<file path="src/rtl/text_pkg.sv">
// Shared definitions for the text-mode controller: geometry defaults,
// controller states, ASCII codes and the physical-row helper.
package text_pkg;

    localparam int DEF_COLS = 70;
    localparam int DEF_ROWS = 30;

    typedef enum logic [1:0] {
        INIT    = 2'd0,
        IDLE    = 2'd1,
        CLR_ROW = 2'd2
    } state_t;

    localparam logic [7:0] ASC_BS = 8'h08;
    localparam logic [7:0] ASC_LF = 8'h0A;
    localparam logic [7:0] ASC_CR = 8'h0D;
    localparam logic [7:0] ASC_SP = 8'h20;

    // Logical-to-physical row mapping. Both operands are below rows (<= 32),
    // so a single conditional subtract on the 6-bit sum is a full modulo.
    function automatic logic [4:0] phys_row(input logic [4:0] base,
                                            input logic [4:0] offs,
                                            input int         rows);
        logic [5:0] sum;
        sum = {1'b0, base} + {1'b0, offs};
        if (int'(sum) >= rows)
            sum = sum - 6'(rows);
        return sum[4:0];
    endfunction

endpackage

</file>
<file path="src/rtl/blink_timer.sv">
// Cursor blink generator: down-counter with terminal-count reload that
// toggles vis every BLINK_CYCLES cycles; restart forces vis high and
// reloads the count so the cursor stays solid while typing.
module blink_timer #(
    parameter int BLINK_CYCLES = 25000000
) (
    input  logic clk,
    input  logic resetn,
    input  logic restart,
    output logic vis
);

    localparam int CW = (BLINK_CYCLES > 1) ? $clog2(BLINK_CYCLES) : 1;
    localparam logic [CW-1:0] RELOAD = CW'(BLINK_CYCLES - 1);

    logic [CW-1:0] cnt;

    // Count down to zero, then reload and flip visibility.
    always_ff @(posedge clk or negedge resetn) begin
        if (!resetn) begin
            cnt <= RELOAD;
            vis <= 1'b1;
        end else if (restart) begin
            cnt <= RELOAD;
            vis <= 1'b1;
        end else if (cnt == '0) begin
            cnt <= RELOAD;
            vis <= ~vis;
        end else begin
            cnt <= cnt - 1'b1;
        end
    end

endmodule

</file>
<file path="src/rtl/text_ctrl.sv">
// Text-mode terminal controller: takes one ASCII character per handshake,
// writes printable characters into text RAM, tracks the cursor and scrolls
// by rotating top_row and blanking the recycled physical row.
// Optional cursor blink is built only when TEXT_CTRL_BLINK_EN is defined.
//
// state   | meaning
// --------+-------------------------------------------------------------
// INIT    | blank every cell row-major after reset, then go IDLE
// IDLE    | accept characters (in_ready=1)
// CLR_ROW | blank the row that scrolled off, one column per cycle
module text_ctrl
    import text_pkg::*;
#(
    parameter int COLS         = DEF_COLS,
    parameter int ROWS         = DEF_ROWS,
    parameter int BLINK_CYCLES = 25000000
) (
    input  logic        clk,
    input  logic        resetn,
    input  logic        in_valid,
    input  logic [7:0]  in_char,
    output logic        in_ready,
    output logic        wr_en,
    output logic [11:0] wr_addr,
    output logic [7:0]  wr_data,
    output logic [4:0]  top_row,
    output logic [4:0]  cur_row,
    output logic [6:0]  cur_col,
    output logic        cur_vis,
    output logic        busy
);

    localparam logic [6:0] LAST_COL = 7'(COLS - 1);
    localparam logic [4:0] LAST_ROW = 5'(ROWS - 1);

    state_t      state, state_nx;
    logic [5:0]  init_row, init_row_nx;
    logic [6:0]  init_col, init_col_nx;
    logic [7:0]  clr_col, clr_col_nx;
    logic [4:0]  top_nx, row_nx;
    logic [6:0]  col_nx;
    logic        wr_en_nx;
    logic [11:0] wr_addr_nx;
    logic [7:0]  wr_data_nx;
    logic        accept, adv, printable;
    logic [4:0]  cur_prow, clr_prow;

    assign in_ready  = (state == IDLE);
    assign busy      = ~in_ready;
    assign accept    = in_valid && in_ready;
    assign printable = (in_char >= 8'h20) && (in_char <= 8'h7E);
    assign cur_prow  = phys_row(top_row, cur_row, ROWS);
    assign clr_prow  = phys_row(top_row, LAST_ROW, ROWS);

    // Register state, cursor, counters and the RAM write port.
    always_ff @(posedge clk or negedge resetn) begin
        if (!resetn) begin
            state    <= INIT;
            init_row <= '0;
            init_col <= '0;
            clr_col  <= '0;
            top_row  <= '0;
            cur_row  <= '0;
            cur_col  <= '0;
            wr_en    <= 1'b0;
            wr_addr  <= '0;
            wr_data  <= '0;
        end else begin
            state    <= state_nx;
            init_row <= init_row_nx;
            init_col <= init_col_nx;
            clr_col  <= clr_col_nx;
            top_row  <= top_nx;
            cur_row  <= row_nx;
            cur_col  <= col_nx;
            wr_en    <= wr_en_nx;
            wr_addr  <= wr_addr_nx;
            wr_data  <= wr_data_nx;
        end
    end

    // Next-state, cursor update and write request for the coming cycle.
    always_comb begin
        state_nx    = state;
        init_row_nx = init_row;
        init_col_nx = init_col;
        clr_col_nx  = clr_col;
        top_nx      = top_row;
        row_nx      = cur_row;
        col_nx      = cur_col;
        wr_en_nx    = 1'b0;
        wr_addr_nx  = wr_addr;
        wr_data_nx  = wr_data;
        adv         = 1'b0;

        case (state)
            INIT: begin
                // One extra cycle after the last cell so in_ready rises only
                // once the final blanking write has been presented.
                if (init_row == 6'(ROWS)) begin
                    state_nx = IDLE;
                end else begin
                    wr_en_nx   = 1'b1;
                    wr_addr_nx = {init_row[4:0], init_col};
                    wr_data_nx = ASC_SP;
                    if (init_col == LAST_COL) begin
                        init_col_nx = '0;
                        init_row_nx = init_row + 6'd1;
                    end else begin
                        init_col_nx = init_col + 7'd1;
                    end
                end
            end

            IDLE: begin
                if (accept) begin
                    if (printable) begin
                        wr_en_nx   = 1'b1;
                        wr_addr_nx = {cur_prow, cur_col};
                        wr_data_nx = in_char;
                        if (cur_col == LAST_COL)
                            adv = 1'b1;
                        else
                            col_nx = cur_col + 7'd1;
                    end else if (in_char == ASC_LF) begin
                        adv = 1'b1;
                    end else if (in_char == ASC_CR) begin
                        col_nx = '0;
                    end else if (in_char == ASC_BS) begin
                        if (cur_col != '0) begin
                            col_nx     = cur_col - 7'd1;
                            wr_en_nx   = 1'b1;
                            wr_addr_nx = {cur_prow, cur_col - 7'd1};
                            wr_data_nx = ASC_SP;
                        end
                    end

                    if (adv) begin
                        col_nx = '0;
                        if (cur_row == LAST_ROW) begin
                            top_nx     = (top_row == LAST_ROW) ? 5'd0 : top_row + 5'd1;
                            clr_col_nx = '0;
                            state_nx   = CLR_ROW;
                        end else begin
                            row_nx = cur_row + 5'd1;
                        end
                    end
                end
            end

            CLR_ROW: begin
                // top_row has already advanced, so the bottom logical row
                // maps onto the physical row that just scrolled off.
                if (clr_col == 8'(COLS)) begin
                    state_nx = IDLE;
                end else begin
                    wr_en_nx   = 1'b1;
                    wr_addr_nx = {clr_prow, clr_col[6:0]};
                    wr_data_nx = ASC_SP;
                    clr_col_nx = clr_col + 8'd1;
                end
            end

            default: state_nx = INIT;
        endcase
    end

`ifdef TEXT_CTRL_BLINK_EN
    blink_timer #(
        .BLINK_CYCLES(BLINK_CYCLES)
    ) u_blink (
        .clk     (clk),
        .resetn  (resetn),
        .restart (accept),
        .vis     (cur_vis)
    );
`else
    assign cur_vis = 1'b1;
`endif

endmodule

</file>
<file path="config.mk">
export PLATFORM = sky130hd
export DESIGN_NAME = text_ctrl
export DESIGN_NICKNAME = d
export VERILOG_FILES = /design/src/rtl/text_pkg.sv /design/src/rtl/blink_timer.sv /design/src/rtl/text_ctrl.sv
export SDC_FILE = /design/constraint.sdc
export NUM_CORES = 1
export LEC_CHECK = 0
export BUFFER_PORTS_ARGS = -buffer_cell sky130_fd_sc_hd__buf_2
export CORE_AREA = 2 2 93 95
export DETAILED_ROUTE_END_ITERATION = 6
export DIE_AREA = 0 0 95 97
export GPL_TIMING_DRIVEN = 0
export PLACE_DENSITY = 0.7
export SLEW_MARGIN = 20
export SYNTH_ARGS = -nofsm -noshare
export SYNTH_HDL_FRONTEND = slang
export SYNTH_SLANG_ARGS = --single-unit
</file>
<file path="constraint.sdc">
create_clock -name clk -period 2.9 [get_ports clk]
set_clock_uncertainty 0.05 [all_clocks]
set_input_delay 0.145 -clock clk [delete_from_list [all_inputs] [get_ports clk]]
set_output_delay 0.145 -clock clk [all_outputs]
set_load 0.02 [all_outputs]
</file>
Yosys cells after proc, flatten, opt, wreduce, memory -nomap -nowiden:

Cells that the tools add are included.

* logic and storage cells: 122
* ROM bits: 0
* output and inout port bits: 41
* bits in latches: 0
* register bits after elaboration: 61
* memories kept: 0
* memory bits (writable): 0
* input bits: 11

* eq/ne operators: 24
* bitwise logic cells: 3
* shifts and indexed selects: 0
* $lt $le $gt $ge: 4
* add/sub/neg operators: 11
* multiplexer cells: 54
* reduce and logical (&&, ||, !) cells: 16
* multipliers: 0
* div/mod/pow operators: 0

Operator list (number)
* $mux W12: 8
* $mux W8: 12
* $mux W7: 8
* $pmux W12 S3: 1
* $eq A8 B4 Y1 const B: 3
* $pmux W8 S3: 1
* $pmux W8 S2: 1
* $mux W5: 3
* $add A7 B1 Y7 const B: 2
* $eq A7 B7 Y1 const B: 2
* $mux W1: 13
* $ge A6 B5 Y1 const B: 2
* $add A5 B1 Y5 const B: 2
* $eq A5 B5 Y1 const B: 2
* $mux W2: 5
* $reduce_and A5 Y1: 2
* $sub A5 B5 Y5 const B: 2
* $add A8 B1 Y8 const B: 1
* $eq A8 B7 Y1 const B: 1
* $ge A8 B6 Y1 const B: 1
* $le A8 B7 Y1 const B: 1
* $ne A2 B2 Y1 const B: 4
* $reduce_and A4 Y1: 2
* $reduce_and A8 Y1: 1
* 23 further kinds: 32

Logic depth before layout (Yosys ltp):

Gate-level depths: netlist (run 1).

* word-level depth: 10
* depth in mapped cells: 10
* depth with buffers taken out: 9

Worst setup path before layout (run 1):

No wires, ideal clock.

* kind: register to register
* start: register cur_col[0]
* end: register wr_addr[9]
* arrival time: 2.560 ns
* cell stages (with the launch flop): 11
* clock period less this slack: 2.741 ns
* library setup time: 0.131 ns
* setup slack: 0.159 ns
* required time: 2.719 ns
* path buffers: 2
* path through: dfrtp_1 clkbuf_1 inv_1 ha_1 nor2b_1 a311o_1 a21bo_1 a2111o_1 buf_2 nor3_1 a211oi_1

* word-level cells in the longest chain between the ends: 3

Ends and longest elaborated chain
* from (decl): line text_ctrl.sv:28 `output logic [6:0] cur_col,`
* from (signal assigned): line text_ctrl.sv:75 `cur_col <= col_nx;`
* $reduce_bool A7 Y1: line text_ctrl.sv:130 `if (cur_col != '0) begin`
* $ne A3 B1 Y1 (no line)
* $reduce_and A8 Y1 (no line)
* to (signal assigned): line text_ctrl.sv:77 `wr_addr <= wr_addr_nx;`
* to (decl): line text_ctrl.sv:24 `output logic [11:0] wr_addr,`

Every way passes these cells.
A chain may end at the register's enable or synchronous reset.

Worst setup path in the final report (run 1):

* start: register cur_col[0]
* end: register wr_addr[10]

The elaborated chain is that of the path after synthesis.

==> Flow_metrics.wiki, run 1 <==
{| class="wikitable"
! Metric !! Value
|-
| Worst endpoint required time || 3.07 ns
|-
| Instance area after placement || 4420 µm²
|-
| Max-capacitance violation count || 0
|-
| CTS root buf || clkbuf_8
|-
| Kind of end point of the critical path || register
|-
| Area overhead of the layout relative to synthesis || 15.5%
|-
| Via count of the first global-routing pass || 3421
|-
| Source-to-sink clock delay at the later pin of the worst-skew pair || 0.35 ns
|-
| Highest clock rate || 362 MHz
|-
| Maximum net fanout on the critical path || 11
|-
| Slew Limit Fails || 0
|-
| Residual overflow from global routing || 0
|-
| Via count || 3752
|-
| Worst reg2reg path depth || 9
|-
| Tightest Hold Check Type || in -> reg
|-
| Worst reg2reg startpoint || cur_col[0]
|-
| Total setup violations reported at the end of the flow || 0
|-
| Port Buf Inserts || 50
|-
| Startpoint-to-endpoint class of the critical path || reg -> reg
|-
| Global router's overall resource usage || 0.231
|-
| Post-synth EDFFs || 0
|-
| Nets@finish || 568
|-
| Die boundary width || 95 µm
|-
| Antenna Diode Count || 0
|-
| Outcome || completed
|-
| Unrepaired setup endpoints after global routing || false
|-
| Number of warning messages in the yosys log || 0
|-
| Number of cells on the critical path || 9
|-
| Timing startpoint of the critical path || cur_col[0]
|-
| Drc violations || 0
|-
| Kind of start point of the critical path || register
|-
| CTS tree || done
|-
| R2R Setup Slk || 0.14 ns
|-
| Seq/Total Area, Yosys || 0.378
|-
| Highest cell delay on the worst timing path || 0.49 ns
|-
| I/O pins || 52
|-
| Syn Nets || 506
|-
| DR vias/cell || 5.85
|-
| Number of fill cells || 726
|-
| Family with the most delay on the worst path || compound AO/OA/AOI/OAI gates
|-
| Capturing element of the worst setup path || wr_addr[10]
|-
| Leading cell type in the layout, fill and taps excluded || nand2_1
|-
| Buf+Inv Stages, Crit Path || 2
|-
| Placeable core region || 8130 µm²
|-
| Placer's final routability congestion estimate || 0.869
|-
| CTS clock-pin slew for the worst setup and hold paths || 0.08 ns
|-
| Deepest level of the CTS H-tree || 3
|-
| Pwr Density || 604 nW/µm²
|-
| CTS buffer count || 9
|-
| Largest net degree at the start of global routing || 62
|-
| Critical path's slowest cell || a2111o_1
|-
| Transition time of the tightest slew-check pin || 0.946 ns
|-
| Iteration count of the initial detailed-routing pass || 5
|-
| Starting density of the core || 0.497
|-
| Reg2Reg Capture Point || wr_addr[10]
|-
| Area of the mapped netlist || 4040 µm²
|-
| WL final || 10.3 mm
|-
| Site Rows || 33
|-
| Vertical die dimension || 97 µm
|-
| CTS Buffer Depth || 2
|-
| Leakage || 2.13 nW
|-
| Arrival time of data at the critical path endpoint || 2.93 ns
|-
| Global-route wire length before repair || 16.8 mm
|-
| Final instance area || 4660 µm²
|-
| Number of instances in the synthesized netlist || 469
|-
| Peak ir drop on the vdd network || 256 µV
|-
| Final period demand of the worst path || 2.76 ns
|-
| Average wire length per cell after detail routing || 16.1 µm
|-
| Iteration-0 DRC count of the detailed router || 262
|-
| Ordered cell list for the critical path || inv_1 -> ha_1 -> nor2b_1 -> a311o_1 -> a21bo_1 -> a2111o_1 -> buf_2 -> nor3_1 -> a211oi_1
|-
| Async SR Flop Fraction || 1.00
|-
| Antenna violations before repair || 0
|-
| Final core utilization || 0.573
|-
| Die footprint || 9220 µm²
|-
| Fin crit share || 0.951
|-
| Placed wire-length estimate after detailed placement || 7.50 mm
|-
| Most frequent cells in the layout || 66 x nand2_1, 59 x dfrtp_1, 50 x buf_2
|-
| Number of hold violations in the final report || 0
|-
| Register bit count reported by yosys || 61
|-
| Number of distinct library cells after synthesis || 66
|-
| Main synth FF type || dfrtp_1
|-
| Max transition margin || 0.361
|-
| Fraction of final layout cells with drive strength greater than 1 || 0.162
|-
| Clock sinks || 61
|-
| Average instance area after synthesis || 8.61 µm²
|-
| Number of nets with antenna violations after routing || 0
|}
-- stage by stage --
stage / setup TNS, ns / std cells / hold slack, ns / total power [mW] / worst slack [ns]
final: 0 / 641 / 0.0291 / 2.82 / 0.141
after global routing: 0 / 641 / 0.0519 / 2.97 / 0.00226
after CTS: 0 / 641 / 0.0255 / 2.83 / 0.0137
after detailed placement: -1.16 / 624 / 0.229 / 1.97 / -0.198
after global placement: -1.03 / 624 / 0.382 / 1.96 / -0.203
after floorplan: 0 / 469 / -0.201 / 1.67 / 0.159
-- where the power goes --
group,internal (mW),switching [mW],leakage [nW]
Sequential,0.966,0.116,0.802
Clock,0.485,0.374,0.107
Combinational,0.329,0.546,1.22
-- cell usage after synthesis, types with 3 or more instances --
master | n | area share
a211oi_1 | 4 | 0.0074
a21o_1 | 4 | 0.0074
a21oi_1 | 15 | 0.019
a311oi_1 | 3 | 0.0065
a31oi_1 | 7 | 0.011
and3_1 | 9 | 0.014
clkbuf_1 | 23 | 0.021
dfrtp_1 | 61 | 0.38
ha_1 | 25 | 0.077
inv_1 | 17 | 0.016
nand2_1 | 66 | 0.061
nand3_1 | 19 | 0.024
nand4_1 | 10 | 0.015
nor2_1 | 31 | 0.029
nor2b_1 | 6 | 0.0093
nor3_1 | 10 | 0.012
nor3b_1 | 5 | 0.0093
nor4_1 | 4 | 0.0062
o211ai_1 | 3 | 0.0056
o21ai_0 | 49 | 0.061
o221ai_1 | 6 | 0.013
o31ai_1 | 10 | 0.019
or2_2 | 5 | 0.0077
or3_1 | 4 | 0.0062
or4_1 | 3 | 0.0056
xnor2_1 | 19 | 0.041
-- kinds of logic (layout without fill, tap and decap cells) --
kind of cell / count (synthesis) / count (layout) / share of synthesized area
AO/OA/AOI/OAI: 132 / 132 / 0.223
XOR/XNOR: 21 / 21 / 0.0455
adder cells (fa/ha/maj): 26 / 26 / 0.0824
buffers and inverters: 42 / 109 / 0.0403
flip-flops: 61 / 61 / 0.378
multiplexers: 2 / 2 / 0.00496
other: 1 / 1 / 0.000928
AND/OR/NAND/NOR: 184 / 184 / 0.225
-- area by class of cell --
type,count,area [µm²],area share
well taps,105,131,0.0282
clock buffers,10,128,0.0274
clock inverters,6,86.3,0.0185
repair buffers,53,278,0.0596
flip-flops and latches,61,1530,0.328
inverters,17,63.8,0.0137
multi-input cells,366,2350,0.505
plain buffers,23,92.6,0.0199
-- routing by layer --
layer  share of wire  up-vias  track usage
li1                -     1831            -
met1            0.45     1786        0.318
met2            0.46      119        0.360
met3           0.060       16       0.0405
met4           0.020        0       0.0892
met5               0        -            0
-- tightest hold or removal path: cells and delay by family --
| family | cells | cell delay (ns) |
|---|---|---|
| buffers and inverters | 1 | 0.12 |
| AND/OR/NAND/NOR | 1 | 0.06 |
| AO/OA/AOI/OAI | 1 | 0.06 |
-- flip-flops by register name, indices dropped and copies added, names as in the netlist, 5 cells and up --
name	flops
init_col	7
wr_addr	12
cur_col	7
cur_row	5
clr_col	8
init_row	6
top_row	5
wr_data	8
-- how the worst min path moves through the flow --
stage               startpoint          to  slack (ns)  depth (start not counted)
floorplan               resetn  clr_col[0]       -0.20                          0
finish              in_char[3]  wr_data[3]        0.03                          3
global placement    in_char[2]  wr_data[2]        0.38                          3
global route        in_char[6]  wr_data[5]        0.05                          2
detailed placement      resetn  cur_col[6]        0.23                          1
CTS                 in_char[3]  wr_data[3]        0.03                          3
-- what timing repair did --
item                       CTS  global route
buffers inserted             2             0
hold endpoints to repair    61             0
hold buffers                 1             0
setup endpoints to repair   19            18
gates resized for setup      0             5
gates cloned                 0             0
pin swaps                    1             0
(Power assumes the default switching activity.)
==> run 2: changes to the inputs <==
- GPL_TIMING_DRIVEN: 0 -> 1
==> run 2 against run 1 <==
Utilization up 0.46 points. Worst setup slack better by 0.17 ns. Maximum frequency up 6.8%. Critical endpoint is now wr_addr[8]. Largest power group unchanged.
==> Flow_metrics.wiki, run 2 (same netlist as run 1, synthesis figures left out) <==
{| class="wikitable"
! Metric !! Value
|-
| Worst endpoint required time || 3.05 ns (was 3.07 ns)
|-
| Sum of negative setup slack || 0 ns (unchanged)
|-
| Max-capacitance violation count || 0 (unchanged)
|-
| Fraction of final layout cells with drive strength greater than 1 || 0.193 (was 0.162)
|-
| Peak ir drop on the vdd network || 223 µV (was 256 µV)
|-
| Worst reg2reg path depth || 8 (was 9)
|-
| Maximum net fanout on the critical path || 6 (was 11)
|-
| Vertical die dimension || 97 µm (unchanged)
|-
| Final period demand of the worst path || 2.58 ns (was 2.76 ns)
|-
| Nets@finish || 565 (was 568)
|-
| Arrival time of data at the critical path endpoint || 2.73 ns (was 2.93 ns)
|-
| Global-route wire length before repair || 16.9 mm (was 16.8 mm)
|-
| Global router's overall resource usage || 0.227 (was 0.231)
|-
| Average wire length per cell after detail routing || 15.8 µm (was 16.1 µm)
|-
| Max FFs per register || 12 (unchanged)
|-
| Residual overflow from global routing || 0 (unchanged)
|-
| Setup WS post-layout || 0.316 ns (was 0.141 ns)
|-
| Deepest level of the CTS H-tree || 3 (unchanged)
|-
| Total setup violations reported at the end of the flow || 0 (unchanged)
|-
| Largest registers ranked by flip-flop count || wr_addr (12), clr_col (8), wr_data (8) (unchanged)
|-
| Number of hold violations in the final report || 0 (unchanged)
|-
| Iteration-0 DRC count of the detailed router || 231 (was 262)
|-
| Unrepaired setup endpoints after global routing || false (unchanged)
|-
| CTS root buf || clkbuf_8 (unchanged)
|-
| Outcome || completed (unchanged)
|-
| Most frequent cells in the layout || 66 x nand2_1, 61 x dfrtp_1, 50 x buf_2 (was 66 x nand2_1, 59 x dfrtp_1, 50 x buf_2)
|-
| Site Rows || 33 (unchanged)
|-
| DR vias/cell || 5.88 (was 5.85)
|-
| Placer's final routability congestion estimate || 0.871 (was 0.869)
|-
| Via count || 3749 (was 3752)
|-
| CTS Buffer Depth || 2 (unchanged)
|-
| Tightest Hold Check Type || in -> reg (unchanged)
|-
| Number of setup buffers added after CTS || 0 (was 2)
|-
| Pwr Density || 588 nW/µm² (was 604 nW/µm²)
|-
| Transition time of the tightest slew-check pin || 0.740 ns (was 0.946 ns)
|-
| Post-route worst hold slack || 0.0469 ns (was 0.0291 ns)
|-
| Die boundary width || 95 µm (unchanged)
|-
| Die footprint || 9220 µm² (unchanged)
|-
| Area overhead of the layout relative to synthesis || 16.4% (was 15.5%)
|-
| Startpoint-to-endpoint class of the critical path || reg -> reg (unchanged)
|-
| Hold-critical path depth || 3 (unchanged)
|-
| I/O pins || 52 (unchanged)
|-
| Post-Place Worst Slack || 0.223 ns (was -0.198 ns)
|-
| Via count of the first global-routing pass || 3537 (was 3421)
|-
| Clock sinks || 61 (unchanged)
|-
| Slew Limit Fails || 0 (unchanged)
|-
| Kind of start point of the critical path || register (unchanged)
|-
| R2R Setup Slk || 0.32 ns (was 0.14 ns)
|-
| CTS tree || done (unchanged)
|-
| Highest clock rate || 387 MHz (was 362 MHz)
|-
| Port Buf Inserts || 50 (unchanged)
|-
| Antenna violations before repair || 0 (unchanged)
|-
| CTS buffer count || 9 (unchanged)
|-
| Drc violations || 0 (unchanged)
|-
| Largest net degree at the start of global routing || 35 (was 62)
|-
| Starting density of the core || 0.497 (unchanged)
|-
| Leakage || 2.18 nW (was 2.13 nW)
|-
| WL final || 10.1 mm (was 10.3 mm)
|-
| Kind of end point of the critical path || register (unchanged)
|-
| Placeable core region || 8130 µm² (unchanged)
|-
| Register with the most flip-flops || wr_addr (unchanged)
|-
| Number of nets with antenna violations after routing || 0 (unchanged)
|-
| CTS clock-pin slew for the worst setup and hold paths || 0.08 ns (about the same)
|-
| Fin crit share || 0.891 (was 0.951)
|-
| Antenna Diode Count || 0 (unchanged)
|-
| Leading cell type in the layout, fill and taps excluded || nand2_1 (unchanged)
|-
| Source-to-sink clock delay at the later pin of the worst-skew pair || 0.34 ns (was 0.35 ns)
|-
| Iteration count of the initial detailed-routing pass || 5 (unchanged)
|-
| Max transition margin || 0.507 (was 0.361)
|-
| Placed wire-length estimate after detailed placement || 7.44 mm (was 7.50 mm)
|}
run 2: cell count changes in the layout (fill, tap and decap cells not counted), sizes merged:
cell,previous run,this run
clkbuf,31,9
buf,54,72
bufinv,2,1
clkinv,2,3
clkinvlp,1,2
run 2: path summary, 6_finish.rpt:
kind                            startpoint         end
worst max-delay path            cur_row[0]  wr_addr[8]
worst min-delay path            in_char[2]  wr_data[2]
worst max register to register  cur_row[0]  wr_addr[8]
worst min register to register  wr_data[3]  wr_data[3]
max in group asynchronous           resetn  wr_addr[7]
min in group asynchronous           resetn  cur_col[5]
run 2: through the flow:
stage               cell area [µm²]  power, mW   util  cells
floorplan                      4040       1.67      -    469
global placement               4490       1.98  0.552    621
detailed placement             4490       2.01  0.552    621
CTS                            4700       2.78  0.577    638
global route                   4700       2.92  0.578    638
finish                         4700       2.76  0.578    638
run 2: layout make-up:
type | count | area (µm²)
Clock inverter | 7 | 75.1
Tap cell | 105 | 131
Fill cell | 762 | 3430
Timing Repair Buffer | 73 | 425
Inverter | 17 | 63.8
Clock buffer | 9 | 124
Multi-Input combinational cell | 366 | 2350
Sequential cell | 61 | 1530
run 2: worst max-delay path, stage by stage, from the launching register on:
cell,delay (ns)
dfrtp_1,0.46
ha_1,0.24
fa_1,0.41
xor2_1,0.28
nand2_1,0.11
nor3_2,0.22
a21oi_1,0.14
a311oi_1,0.39
o21ai_0,0.15
run 2: routing by layer:
metal | wire, µm | global-route usage
met1 | 4740 | 0.316
met2 | 4720 | 0.360
met3 | 414 | 0.0343
met4 | 217 | 0.0792
met5 | 0 | 0
run 2: power by group:
part	switching [mW]	leakage, nW	internal [mW]
clock network	0.368	0.0971	0.401
registers	0.119	0.804	0.964
logic	0.556	1.28	0.355
run 2: repair_timing:
action / 4_1_cts / 5_1_grt
setup endpoints to repair: 0 / 1
hold endpoints to repair: 27 / 0
hold buffers: 1 / 0
resized for setup: 0 / 1
